[src/rtl/riscv_fetch_pkg.sv]
// Shared types for the instruction-fetch stage: FSM states, the fetch-buffer entry and the NOP encoding.
package riscv_fetch_pkg;

  typedef enum logic [1:0] {
    REQ   = 2'd0,
    WAIT  = 2'd1,
    DRAIN = 2'd2
  } fetch_state_e;

  localparam logic [31:0] RVI_NOP = 32'h0000_0013;

  typedef struct packed {
    logic [31:0] pc;
    logic [31:0] instr;
  } fetch_entry_t;

  function automatic logic [31:0] word_align(input logic [31:0] addr);
    return addr & ~32'd3;
  endfunction

endpackage

[src/rtl/riscv_fetch_fifo.sv]
// Fetch buffer: power-of-two FIFO of {pc, instr} entries with flush and push+pop when full.
module riscv_fetch_fifo
  import riscv_fetch_pkg::*;
#(
  parameter int DEPTH = 2
) (
  input  logic                     clk,
  input  logic                     reset,
  input  logic                     push,
  input  fetch_entry_t             entry_in,
  input  logic                     pop,
  input  logic                     flush,
  output fetch_entry_t             head,
  output logic [$clog2(DEPTH):0]   count
);

  localparam int AW = $clog2(DEPTH);
  localparam int CW = AW + 1;
  localparam logic [CW-1:0] FULL = CW'(DEPTH);

  fetch_entry_t  mem [DEPTH];
  logic [AW-1:0] wr_ptr;
  logic [AW-1:0] rd_ptr;
  logic          do_push;
  logic          do_pop;

  // A full buffer still accepts a push when the head leaves in the same cycle.
  assign do_pop  = pop & (count != '0);
  assign do_push = push & ((count != FULL) | do_pop);

  always_ff @(posedge clk or negedge reset) begin
    if (!reset) begin
      wr_ptr <= '0;
      rd_ptr <= '0;
      count  <= '0;
    end else if (flush) begin
      wr_ptr <= '0;
      rd_ptr <= '0;
      count  <= '0;
    end else begin
      if (do_push) wr_ptr <= wr_ptr + AW'(1);
      if (do_pop)  rd_ptr <= rd_ptr + AW'(1);
      count <= count + CW'(do_push) - CW'(do_pop);
    end
  end

  always_ff @(posedge clk) begin
    if (do_push && !flush) mem[wr_ptr] <= entry_in;
  end

  assign head = mem[rd_ptr];

endmodule

[src/rtl/riscv_fetch_stage.sv]
// Instruction fetch: PC, single-outstanding imem requests, fetch buffer and redirect flush.
// Optional FETCH_PERF_CNT_EN adds perf_fetch_cnt / perf_stall_cnt outputs.
module riscv_fetch_stage
  import riscv_fetch_pkg::*;
#(
  parameter logic [31:0] RESET_PC   = 32'h0000_0000,
  parameter int          FIFO_DEPTH = 2
) (
  input  logic        clk,
  input  logic        reset,
  output logic        imem_req,
  output logic [31:0] imem_addr,
  input  logic        imem_ack,
  input  logic        imem_rvalid,
  input  logic [31:0] imem_rdata,
  input  logic        redirect_valid,
  input  logic [31:0] redirect_pc,
  output logic        instr_valid,
  input  logic        instr_ready,
  output logic [31:0] instr_out,
  output logic [31:0] instr_pc
`ifdef FETCH_PERF_CNT_EN
  ,
  output logic [31:0] perf_fetch_cnt,
  output logic [31:0] perf_stall_cnt
`endif
);

  localparam int CW = $clog2(FIFO_DEPTH) + 1;
  localparam int OW = CW + 1;

  fetch_state_e  state;
  logic          run;
  logic          stale;
  logic [31:0]   pc;
  logic [31:0]   req_pc;
  logic [31:0]   redir_pc;
  logic [CW-1:0] count;
  fetch_entry_t  head;
  fetch_entry_t  hold;
  logic          resp_here;
  logic          push;
  logic          pop;
  logic          fire;
  logic          issue_ok;
  logic [OW-1:0] occ;

  assign resp_here = (state == WAIT) & imem_rvalid;
  assign push      = resp_here & ~redirect_valid;
  assign pop       = instr_valid & instr_ready;

  // Occupancy at the end of this cycle; a new request is only issued if its response fits.
  assign occ      = OW'(count) + OW'(resp_here) - OW'(pop);
  assign issue_ok = run & ((state == REQ) | resp_here) & (occ < OW'(FIFO_DEPTH));

  // A request already presented on a flushed path stays asserted until acked.
  assign imem_req  = stale | issue_ok;
  assign imem_addr = pc;
  assign fire      = imem_req & imem_ack;

  always_ff @(posedge clk or negedge reset) begin
    if (!reset) begin
      state <= REQ;
      run   <= 1'b0;
      stale <= 1'b0;
      pc    <= word_align(RESET_PC);
    end else begin
      run <= 1'b1;
      if (redirect_valid) begin
        if (fire) begin
          state <= DRAIN;
          stale <= 1'b0;
          pc    <= word_align(redirect_pc);
        end else if (imem_req) begin
          state <= REQ;
          stale <= 1'b1;
        end else if ((state != REQ) && !imem_rvalid) begin
          state <= DRAIN;
          pc    <= word_align(redirect_pc);
        end else begin
          state <= REQ;
          pc    <= word_align(redirect_pc);
        end
      end else if (stale) begin
        if (fire) begin
          state <= DRAIN;
          stale <= 1'b0;
          pc    <= redir_pc;
        end
      end else begin
        case (state)
          REQ: begin
            if (fire) begin
              state <= WAIT;
              pc    <= pc + 32'd4;
            end
          end
          WAIT: begin
            if (imem_rvalid) begin
              if (fire) begin
                state <= WAIT;
                pc    <= pc + 32'd4;
              end else begin
                state <= REQ;
              end
            end
          end
          DRAIN: begin
            if (imem_rvalid) state <= REQ;
          end
          default: state <= REQ;
        endcase
      end
    end
  end

  always_ff @(posedge clk) begin
    if (fire)           req_pc   <= pc;
    if (redirect_valid) redir_pc <= word_align(redirect_pc);
  end

  riscv_fetch_fifo #(
    .DEPTH (FIFO_DEPTH)
  ) u_fifo (
    .clk      (clk),
    .reset    (reset),
    .push     (push),
    .entry_in ('{pc: req_pc, instr: imem_rdata}),
    .pop      (pop),
    .flush    (redirect_valid),
    .head     (head),
    .count    (count)
  );

  // Last accepted entry, shown while the buffer is empty.
  always_ff @(posedge clk or negedge reset) begin
    if (!reset) begin
      hold <= '{pc: 32'h0, instr: RVI_NOP};
    end else if (pop) begin
      hold <= head;
    end
  end

  assign instr_valid = (count != '0);
  assign instr_out   = instr_valid ? head.instr : hold.instr;
  assign instr_pc    = instr_valid ? head.pc    : hold.pc;

`ifdef FETCH_PERF_CNT_EN
  always_ff @(posedge clk or negedge reset) begin
    if (!reset) begin
      perf_fetch_cnt <= '0;
      perf_stall_cnt <= '0;
    end else begin
      if (push)                       perf_fetch_cnt <= perf_fetch_cnt + 32'd1;
      if (instr_valid && !instr_ready) perf_stall_cnt <= perf_stall_cnt + 32'd1;
    end
  end
`endif

endmodule

[config.mk]
export PLATFORM = sky130hd
export DESIGN_NAME = riscv_fetch_stage
export DESIGN_NICKNAME = d
export VERILOG_FILES = /design/src/rtl/riscv_fetch_pkg.sv /design/src/rtl/riscv_fetch_fifo.sv /design/src/rtl/riscv_fetch_stage.sv
export SDC_FILE = /design/constraint.sdc
export NUM_CORES = 1
export LEC_CHECK = 0
export ABC_AREA = 1
export CAP_MARGIN = 20
export CORE_MARGIN = 2
export CORE_UTILIZATION = 45
export DETAILED_ROUTE_END_ITERATION = 7
export PLACE_DENSITY = 0.76
export SYNTH_ARGS = -nofsm -noshare
export SYNTH_HDL_FRONTEND = slang
export SYNTH_SLANG_ARGS = --single-unit
[constraint.sdc]
create_clock -name clk -period 4.95 [get_ports clk]
set_clock_uncertainty 0.2 [all_clocks]
set_input_delay 0.7425 -clock clk [delete_from_list [all_inputs] [get_ports clk]]
set_output_delay 0.7425 -clock clk [all_outputs]
set_load 0.01 [all_outputs]
==> key figures, run 1 <==
Global routing
  – Largest net degree at the start of global routing: 127
  – Total grt overflow: 0
  – Initial antenna violation count: 0
  – Vias in the first global route: 8605
  – GRT Util Overall: 18.6%
  – First-pass GRT wire length: 43.4 mm

Route
  – Post-DRT Antenna Nets: 0
  – DR vias/cell: 4.94
  – Detailed Route WL: 27.0 mm
  – WL/cell: 14.5 um
  – First DRT Iteration DRCs: 694
  – DR vias: 9212
  – DRT Pass-1 Iters: 6
  – # DRC: 0

Finish
  – Fillers: 2308
  – P&R area growth vs syn: 24.6%
  – Post-route design area: 15500 um^2
  – ANT cells: 0
  – Final-stage net count: 1546
  – Area of the multi-input gates: 3770 um^2
  – Storage element area: 8030 um^2
  – Share of cells above drive strength 1: 5.89%

Floorplanning
  – I/O pin count: 168
  – Starting density of the core: 46.0%
  – Die W: 170 um
  – Site Rows: 60
  – Chip height: 170 um
  – Core Region: 27100 um^2
  – Die area: 29100 um^2

Pwr
  – Seq pwr share: 37.8%
  – Clock Power Share: 24.8%
  – Sw frac: 34.6%
  – Peak supply drop: 315 uV
  – Pleak: 6.30 nW
  – Internal power: 6.23 mW
  – Comb power frac: 37.4%
  – Net switching power figure: 3.30 mW
  – Pwr Density: 613 nW/um^2

Synthesis
  – Cell count after synthesis: 1323
  – Main synth FF type: edfxtp_1
  – Post-synth EDFFs: 184
  – Flops & latches, synth: 284
  – Mean Syn Cell Area: 9.43 um^2
  – Sequential cell area fraction in the yosys report: 64.4%
  – Library cells used by synthesis: 35
  – Synth warnings: 0
  – FFs w/ async S/R, synth: 35.2%
  – Cell area after synthesis: 12500 um^2

Critical path
  – Critical path class: in -> out
  – Reg-to-Reg End: imem_addr[5]
  – Worst r2r path cells: 15
  – Critical path launch point type: primary input
  – R2R Path Start: u_fifo.count[1]
  – CP Data Arrival Time: 3.31 ns
  – Critical path peak fanout: 3
  – WP data required: 4.01 ns
  – Worst R2R Setup Slack: 1.64 ns
  – Worst setup EP type: primary output

Place
  – Pre-CTS setup slack: 0.685 ns
  – Post-detail-place hpwl: 17.6 mm
  – Buffers on Ports: 161
  – Routability congestion estimate: 0.871
  – Placement Cell Area: 14400 um^2

STA
  – Fmax: 0.235 GHz
  – Period utilisation layout: 86.0%
  – Hold Fails Final Rpt: 0
  – Tightest Pin Transition: 0.927 ns
  – Max-slew violations: 0
  – Worst setup margin: 0.693 ns
  – Period minus WS final: 4.26 ns
  – Hold slack final: 0.144 ns
  – RSZ-0062 raised after global routing: no
  – Max-slew headroom: 38.2%
  – Final setup fails: 0
  – Total negative setup slack: 0 ns

Clock network
  – CTS Sinks: 284
  – Hold Buf Count CTS: 0
  – H-tree levels: 1
  – Total CTS buffers: 29
  – Clock tree buffer depth: 3
  – Clock transition at the registers of the reported paths: 0.06 ns
  – TritonCTS clock tree: yes
  – Post-CTS setup buffers: 0
  – Root buf cell: clkbuf_16
  – Clock latency on the worst-skew pair: 0.54 ns
  – CTS resizes: 0

Flow run
  – Max-cap viol count: 0

Outcome
  – Status: complete, no violations

Worst hold path
  – Hold Path Class: in -> async
[registers in the layout, summed over array words and instances, names as in the netlist]
name,flops
hold,62
imem_addr,30
redir_pc,30
req_pc,30
run,1
stale,1
state,2
u_fifo.count,2
u_fifo.mem,124
u_fifo.rd_ptr,1
u_fifo.wr_ptr,1
[layout by cell type (no fill, tap or decap), drive strengths merged, types with 3 or more instances in the layout]
| master | instances |
|---|---|
| nor2 | 87 |
| bufinv | 6 |
| edfxtp | 184 |
| a21oi | 19 |
| clkdlybuf4s50 | 159 |
| inv | 114 |
| clkinv | 8 |
| ha | 4 |
| xnor2 | 3 |
| dfstp | 3 |
| o21ai | 152 |
| nor3 | 7 |
| clkinvlp | 4 |
| o211ai | 4 |
| buf | 17 |
| nand2 | 507 |
| conb | 5 |
| xor2 | 4 |
| clkbuf | 37 |
| nand3 | 64 |
| dfrtp | 97 |
| nand3b | 4 |
[area by class of cell]
cell class | count | share of cell area, %
multi-input cells | 865 | 24.2
inverters | 115 | 2.79
well taps | 372 | 2.99
clock inverters | 17 | 1.63
clock buffers | 37 | 5.18
flip-flops and latches | 284 | 51.7
repair buffers | 176 | 11.5
[per-layer routing]
| layer | share of wire [%] | track usage (%) |
|---|---|---|
| met5 | 0 | 0 |
| met4 | 2.0 | 4.24 |
| met3 | 6.6 | 2.96 |
| met2 | 47 | 31.3 |
| met1 | 44 | 25.6 |
[metrics by stage]
stage	util, %	power [mW]	instances
final	57.3	9.53	1866
after global routing	57.3	10.2	1866
after CTS	57.1	9.57	1864
after detailed placement	53.2	7.19	1810
after global placement	53.2	7.08	1810
after floorplan	-	5.42	1326
[synth_stat cells (3+ instances only)]
cell type  instances  area, um^2
o211ai_1           4        30.0
nand2_1          503        1890
xnor2_1            3        26.3
o21ai_0          151         756
clkbuf_1          45         169
nor2_1            84         315
dfstp_2            3        78.8
a21oi_1           19        95.1
edfxtp_1         184        5530
xor2_1             4        35.0
nand3_1           63         315
nand2_4            4        45.0
nand3b_1           4        30.0
buf_2              9        45.0
ha_1               4        50.1
inv_1            110         413
dfrtp_1           97        2430
buf_4              4        30.0
nor3_1             6        30.0
[power groups by stage]
stage	Clock (mW)	Combinational [mW]	Sequential [mW]
2_1_floorplan	0	1.88	3.54
6_report	2.37	3.56	3.60
3_5_place_dp	0	3.54	3.65
3_3_place_gp	0	3.46	3.62
5_1_grt	2.51	3.97	3.67
4_1_cts	2.41	3.56	3.60
[kinds of logic (layout without fill, tap and decap cells)]
| kind of cell | count (synthesis) | in the layout | synth area share, % |
|---|---|---|---|
| flip-flops | 284 | 284 | 64.4 |
| buffers and inverters | 177 | 345 | 5.67 |
| other | 2 | 5 | 0.0602 |
| XOR/XNOR | 7 | 7 | 0.491 |
| AO/OA/AOI/OAI | 178 | 178 | 7.40 |
| AND/OR/NAND/NOR | 670 | 670 | 21.4 |
| adder cells (fa/ha/maj) | 5 | 5 | 0.562 |
[worst max-delay path by stage]
| stage | startpoint | endpoint | slack [ns] | cells after the start |
|---|---|---|---|---|
| floorplan | redirect_valid | u_fifo.mem[1][0] | 0.20 | 5 |
| global placement | instr_ready | imem_req | 0.72 | 12 |
| detailed placement | instr_ready | imem_req | 0.68 | 12 |
| CTS | instr_ready | imem_req | 0.67 | 12 |
| global route | u_fifo.count[1] | imem_req | 0.56 | 11 |
| finish | instr_ready | imem_req | 0.69 | 12 |
[worst max-delay path, cell delays in order]
cell and delay [ns]:
clkdlybuf4s50_1 0.48, inv_1 0.09, nor2_4 0.13, ha_1 0.23, inv_1 0.08, nand2_1 0.07
fa_1 0.50, nand2_1 0.06, inv_1 0.06, nand3_2 0.09, o21bai_4 0.20, clkdlybuf4s50_1 0.59
No activity file was read; power rests on OpenSTA's default activity.
==> run 2: changes to the inputs <==
--- a/config.mk
+++ b/config.mk
@@ -5,12 +5,11 @@
 export SDC_FILE = /design/constraint.sdc
 export NUM_CORES = 1
 export LEC_CHECK = 0
-export ABC_AREA = 1
 export CAP_MARGIN = 20
 export CORE_MARGIN = 2
 export CORE_UTILIZATION = 45
 export DETAILED_ROUTE_END_ITERATION = 7
-export PLACE_DENSITY = 0.76
+export PLACE_DENSITY_LB_ADDON = 0.15
 export SYNTH_ARGS = -nofsm -noshare
 export SYNTH_HDL_FRONTEND = slang
 export SYNTH_SLANG_ARGS = --single-unit
==> run 2 against run 1 <==
Synthesized area is 6.0% lower; sequential power up 4%; sequential cell count stayed put; register-to-register slack lost 0.44 ns; worst setup slack got worse by 0.21 ns; first-iteration DRC count is 21% lower; largest power group is now combinational cells; die area fell by 5.9%; largest cell class unchanged.
==> key figures, run 2 <==
Outcome
  – Status: complete, no violations

STA
  – Max-slew headroom: 37.6% (-0.56 points)
  – Hold slack final: 0.110 ns (-0.0341 ns)
  – RSZ-0062 raised after global routing: no
  – Worst setup margin: 0.482 ns (-0.211 ns)
  – Period minus WS final: 4.47 ns (+0.211 ns)
  – Total negative setup slack: 0 ns (unchanged)
  – Final setup fails: 0 (unchanged)
  – Fmax: 0.224 GHz (-4.7%)
  – Tightest Pin Transition: 0.936 ns (+0.00846 ns)
  – Hold Fails Final Rpt: 0 (unchanged)
  – Period utilisation layout: 90.3% (+4.3 points)
  – Max-slew violations: 0 (unchanged)

Route
  – WL/cell: 17.0 um (+17%)
  – DR vias: 7479 (-19%)
  – Detailed Route WL: 24.3 mm (-10%)
  – Post-DRT Antenna Nets: 0 (unchanged)
  – DRT Pass-1 Iters: 5 (-1)
  – DR vias/cell: 5.23 (+5.9%)
  – # DRC: 0 (unchanged)
  – First DRT Iteration DRCs: 545 (-21%)

Floorplanning
  – Starting density of the core: 45.4% (-0.66 points)
  – Core Region: 25800 um^2 (-4.7%)
  – Die area: 27400 um^2 (-5.9%)
  – I/O pin count: 168 (unchanged)
  – Site Rows: 59 (-1.7%)
  – Chip height: 165 um (-3.0%)
  – Die W: 165 um (-3.0%)

Global routing
  – First-pass GRT wire length: 38.1 mm (-12%)
  – Largest net degree at the start of global routing: 125 (-1.6%)
  – Vias in the first global route: 7056 (-18%)
  – GRT Util Overall: 17.7% (-0.89 points)
  – Total grt overflow: 0 (unchanged)
  – Initial antenna violation count: 1 (+1)

Clock network
  – H-tree levels: 1 (unchanged)
  – Clock transition at the registers of the reported paths: 0.06 ns (about the same)
  – Root buf cell: clkbuf_16
  – Clock latency on the worst-skew pair: 0.54 ns (about the same)
  – TritonCTS clock tree: yes
  – CTS Sinks: 284 (unchanged)
  – Total CTS buffers: 30 (+3.4%)
  – Post-CTS setup buffers: 0 (unchanged)
  – Clock tree buffer depth: 3 (unchanged)
  – Hold Buf Count CTS: 0 (unchanged)
  – CTS resizes: 0 (unchanged)

Synthesis
  – Library cells used by synthesis: 60 (+71%)
  – Largest family of logic cells by synthesized area: compound AO/OA/AOI/OAI gates
  – Cell area after synthesis: 11700 um^2 (-6.0%)
  – Post-Synth Adder-Cell Area: 0.598% (+0.036 points)
  – Post-synthesis simple-gate area fraction: 9.53% (-12 points)
  – Synth area leaders: edfxtp_1 (47%), dfrtp_1 (21%), mux2i_1 (5.6%)
  – Mean Syn Cell Area: 12.7 um^2 (+35%)
  – Area leader, netlist: edfxtp_1
  – Cell count after synthesis: 920 (-30%)
  – Sequential cell area fraction in the yosys report: 68.5% (+4.1 points)
  – Most frequent cells after synthesis: edfxtp_1 (184), dfrtp_1 (97), o21ai_0 (97)
  – XOR/XNOR share of the synthesized area: 0.747% (+0.26 points)
  – Synth Area in Compound Gates: 12.1% (+4.7 points)
  – Top cell type's share of synthesized area: 47.1% (+2.8 points)
  – FFs w/ async S/R, synth: 35.2% (unchanged)
  – Synth warnings: 0 (unchanged)
  – Flops & latches, synth: 284 (unchanged)
  – Multiplexer share of the synthesized area: 5.85% (+5.8 points)
  – Main synth FF type: edfxtp_1
  – Count leader, synth: edfxtp_1
  – Post-synth EDFFs: 184 (unchanged)

Flow run
  – Max-cap viol count: 0 (unchanged)

Finish
  – Top reg by flops: u_fifo.mem
  – P&R area growth vs syn: 24.5% (about the same)
  – Share of cells above drive strength 1: 7.03% (+1.1 points)
  – Utilization after layout: 56.5% (-0.86 points)
  – Max reg flops: 124 (unchanged)
  – Top Registers: u_fifo.mem: 124 flops, hold: 62 flops
  – ANT cells: 0 (unchanged)
  – Post-route design area: 14600 um^2 (-6.1%)
  – Fillers: 2159 (-6.5%)
  – Most frequent cells in the layout: edfxtp_1 (184), clkdlybuf4s50_1 (159), o21ai_0 (97)
  – Most common cell after layout, fill and taps aside: edfxtp_1
  – Final-stage net count: 1147 (-26%)
  – Non-Filler Instances: 1431 (-23%)

Pwr
  – Design Power: 9.60 mW (+0.72%)
  – Pleak: 5.28 nW (-16%)
  – Pwr Density: 658 nW/um^2 (+7.2%)
  – Peak supply drop: 366 uV (+16%)

Place
  – Routability congestion estimate: 0.786 (-9.8%)
  – Placement Cell Area: 13700 um^2 (-5.3%)
  – Buffers on Ports: 161 (unchanged)
  – Pre-CTS setup slack: 0.705 ns (+0.0203 ns)
  – Post-detail-place hpwl: 15.4 mm (-12%)
  – Placed insts: 1374 (-24%)

Critical path
  – Worst R2R Setup Slack: 1.20 ns (-0.44 ns)
  – CP Launch Point: u_fifo.count[1]
  – WP data required: 4.01 ns (about the same)
  – R2R Path Start: u_fifo.count[1]
  – Reg-to-Reg End: imem_addr[21]
  – End of the critical path: imem_req
  – Critical path launch point type: flop
  – Critical path peak fanout: 40 (+37)
  – Worst r2r path cells: 13 (-2)
  – CP Data Arrival Time: 3.53 ns (+0.22 ns)
  – Worst setup EP type: primary output
  – Critical path class: reg -> out

Worst hold path
  – Hold Path Class: in -> async
==> run 2: changes by cell type after synthesis, moves of 7 or more <==
cell | before | now
o21ai_0 | 151 | 97
a21oi_1 | 19 | 90
nor3_1 | 6 | 13
clkbuf_1 | 45 | 31
mux2i_1 | 0 | 66
nand3_1 | 63 | 8
a22oi_1 | 0 | 10
a31oi_1 | 1 | 9
a22o_1 | 0 | 9
inv_1 | 110 | 11
nand2_1 | 503 | 81
==> run 2: report_power, final <==
part           leakage [nW]  switching (mW)  internal, mW
Combinational          1.92            1.94          1.88
Clock                 0.425           0.865          1.18
Sequential             2.94           0.545          3.19
Total                  5.28            3.35          6.24
==> run 2: logic make-up (layout without fill, tap and decap cells) <==
| kind of cell | Yosys count | in the layout |
|---|---|---|
| buf+inv | 69 | 242 |
| fa+ha+maj | 5 | 5 |
| xor+xnor | 10 | 10 |
| mux | 68 | 68 |
| other cells | 2 | 5 |
| flops | 284 | 284 |
| compound gates | 247 | 247 |
| simple gates | 235 | 235 |
==> run 2: final cells by class <==
| cell class | count | area (um^2) | area share, % |
|---|---|---|---|
| clock buffer | 48 | 860 | 5.89 |
| clock inverter | 8 | 42.5 | 0.291 |
| timing repair buffer | 175 | 1770 | 12.1 |
| multi-input combinational | 570 | 3430 | 23.5 |
| sequential | 284 | 8040 | 55.1 |
| tap | 335 | 419 | 2.87 |
| inverter | 11 | 41.3 | 0.283 |
==> run 2: worst min path at each step <==
stage,endpoint,cells after the start,start
3_3_place_gp,u_fifo.mem[0][55],0,req_pc[23]
2_1_floorplan,u_fifo.mem[0][34],0,req_pc[2]
5_1_grt,hold[7],1,reset
3_5_place_dp,u_fifo.mem[0][43],0,req_pc[11]
4_1_cts,hold[7],1,reset
6_report,hold[7],1,reset
==> run 2: worst max-delay path, cell delays in order (launching register included) <==
cell,delay (ns)
dfrtp_1,0.46
or2_4,0.44
nand2_4,0.13
inv_1,0.08
ha_1,0.28
inv_1,0.08
nand2b_1,0.07
fa_1,0.43
and3b_1,0.22
a31oi_4,0.27
inv_1,0.07
clkdlybuf4s50_1,0.48
==> run 2: per-layer routing <==
layer	vias up	wire (um)	track usage, %
li1	3693	-	-
met1	3565	11100	24.9
met2	190	11100	28.6
met3	31	1600	4.07
met4	0	408	3.72
met5	-	0	0
==> run 3: changes to the inputs <==
--- a/config.mk
+++ b/config.mk
@@ -5,6 +5,7 @@
 export SDC_FILE = /design/constraint.sdc
 export NUM_CORES = 1
 export LEC_CHECK = 0
+export ABC_AREA = 1
 export CAP_MARGIN = 20
 export CORE_MARGIN = 2
 export CORE_UTILIZATION = 45
==> run 3 against run 2 <==
Sequential cell count unchanged; fmax increased by 6.6%; via count increased by 22%; highest routed layer unchanged.
==> key figures, run 3 (synthesis gave the netlist of run 1 again) <==
Global routing
  – Total grt overflow: 0 (unchanged)
  – Largest net degree at the start of global routing: 127 (+1.6%)
  – Vias in the first global route: 8539 (+21%)
  – First-pass GRT wire length: 44.6 mm (+17%)
  – GRT Util Overall: 19.4% (+1.6 points)
  – Initial antenna violation count: 0 (-1)

STA
  – Fmax: 0.239 GHz (+6.6%)
  – Period minus WS final: 4.19 ns (-0.278 ns)
  – Max-slew headroom: 39.0% (+1.4 points)
  – Tightest Pin Transition: 0.915 ns (-0.0210 ns)
  – Hold Fails Final Rpt: 0 (unchanged)
  – Final setup fails: 0 (unchanged)
  – RSZ-0062 raised after global routing: no
  – Period utilisation layout: 84.7% (-5.6 points)
  – Max-slew violations: 0 (unchanged)
  – Total negative setup slack: 0 ns (unchanged)

Route
  – DR vias: 9101 (+22%)
  – DR vias/cell: 4.86 (-6.9%)
  – # DRC: 0 (unchanged)
  – First DRT Iteration DRCs: 727 (+33%)
  – WL/cell: 14.9 um (-12%)
  – Detailed Route WL: 27.9 mm (+15%)
  – DRT Pass-1 Iters: 7 (+2)
  – Post-DRT Antenna Nets: 0 (unchanged)

Finish
  – Max reg flops: 124 (unchanged)
  – Fillers: 2384 (+10%)
  – Storage element area: 8030 um^2 (about the same)
  – Area of the multi-input gates: 3770 um^2 (+9.8%)
  – Share of cells above drive strength 1: 6.00% (-1.0 points)
  – Final-stage net count: 1549 (+35%)
  – Most frequent cells in the layout: nand2_1 (503), edfxtp_1 (184), clkdlybuf4s50_1 (159)
  – Top reg by flops: u_fifo.mem
  – Post-route design area: 15500 um^2 (+6.4%)
  – ANT cells: 0 (unchanged)
  – Most common cell after layout, fill and taps aside: nand2_1
  – Top Registers: u_fifo.mem: 124 flops, hold: 62 flops
  – P&R area growth vs syn: 24.5% (about the same)

Floorplanning
  – Core Region: 27100 um^2 (+4.9%)
  – I/O pin count: 168 (unchanged)
  – Die W: 170 um (+3.1%)
  – Die area: 29100 um^2 (+6.3%)
  – Site Rows: 60 (+1.7%)
  – Starting density of the core: 46.0% (+0.66 points)
  – Chip height: 170 um (+3.1%)

Clock network
  – H-tree levels: 1 (unchanged)
  – TritonCTS clock tree: yes
  – Clock tree buffer depth: 3 (unchanged)
  – CTS resizes: 0 (unchanged)
  – CTS Sinks: 284 (unchanged)
  – Clock latency on the worst-skew pair: 0.57 ns (+0.03 ns)
  – Total CTS buffers: 31 (+3.3%)
  – Clock transition at the registers of the reported paths: 0.06 ns (about the same)
  – Root buf cell: clkbuf_16

Pwr
  – Clock Power Share: 25.0% (+3.7 points)
  – Peak supply drop: 362 uV (-0.90%)
  – Internal power: 6.18 mW (-0.98%)
  – Seq pwr share: 37.8% (-1.1 points)
  – Net switching power figure: 3.34 mW (-0.36%)
  – Comb power frac: 37.3% (-2.5 points)
  – Pleak: 6.30 nW (+19%)
  – Sw frac: 35.1% (+0.14 points)
  – Pwr Density: 613 nW/um^2 (-6.7%)

Place
  – Buffers on Ports: 161 (unchanged)
  – Post-detail-place hpwl: 17.5 mm (+14%)
  – Routability congestion estimate: 0.938 (+19%)
  – Placement Cell Area: 14400 um^2 (+5.4%)

Outcome
  – Status: complete, no violations

Critical path
  – CP Data Arrival Time: 3.25 ns (-0.28 ns)
  – Worst setup EP type: primary output
  – Critical path class: reg -> out
  – Critical path launch point type: flop
  – Critical path peak fanout: 6 (-85%)
  – WP data required: 4.01 ns (about the same)

Worst hold path
  – Hold Path Class: reg -> reg

Flow run
  – Max-cap viol count: 0 (unchanged)
[run 3: layout make-up]
| class | count | share of cell area (%) |
|---|---|---|
| inverter | 115 | 2.80 |
| timing repair buffer | 177 | 11.4 |
| tap | 372 | 3.00 |
| sequential | 284 | 51.7 |
| clock buffer | 34 | 5.13 |
| multi-input combinational | 865 | 24.3 |
| clock inverter | 24 | 1.71 |
[run 3: per-stage QoR]
stage	cells	power [mW]	util, %	hold WS [ns]	setup slack [ns]
global placement	1810	7.12	53.1	0.223	0.781
detailed placement	1810	7.19	53.1	0.229	0.768
global route	1871	10.2	57.3	0.251	0.581
CTS	1869	9.59	57.1	0.243	0.708
floorplan	1326	5.42	-	0.221	0.201
finish	1871	9.53	57.3	0.243	0.760
[run 3: what timing repair did]
item / 4_1_cts / 5_1_grt
hold buffers: 1 / 0
endpoints found under the hold margin: 2 / 0
setup buffers: 0 / 0
[run 3: routing by layer]
metal,routed length (um),track usage (%),vias up,share of wire [%]
met5,0,0,-,0
met4,738,5.95,0,2.6
met3,1960,3.89,48,7.0
met2,12400,30.8,285,45
met1,12800,27.0,4162,46
li1,-,-,4606,-
[run 3: worst max-delay path: stages (launching register included)]
cell and delay (ns):
dfrtp_1 0.46, nor2_1 0.29, nor2_4 0.06, ha_1 0.28, inv_1 0.08, nand2_1 0.06, fa_1 0.48, nand2_1 0.06
inv_1 0.06, nand3_2 0.07, o21bai_4 0.20, clkdlybuf4s50_1 0.58
[run 3: power by group through the flow]
| stage | clock (mW) | sequential (mW) | combinational, mW |
|---|---|---|---|
| 5_1_grt | 2.53 | 3.67 | 3.98 |
| 6_report | 2.38 | 3.60 | 3.55 |
| 3_3_place_gp | 0 | 3.63 | 3.49 |
| 2_1_floorplan | 0 | 3.54 | 1.88 |
| 4_1_cts | 2.43 | 3.60 | 3.56 |
| 3_5_place_dp | 0 | 3.65 | 3.54 |
[run 3: path summary, 6_finish.rpt]
kind,from,endpoint,slack [ns],depth (start not counted)
hold / removal,req_pc[12],u_fifo.mem[0][44],0.24,0
max in group asynchronous,reset,u_fifo.rd_ptr,3.24,3
setup / recovery,u_fifo.count[1],imem_req,0.76,11
setup reg to reg,u_fifo.count[1],imem_addr[12],1.42,15
hold reg to reg,req_pc[12],u_fifo.mem[0][44],0.24,0
min in group asynchronous,reset,hold[12],0.33,2
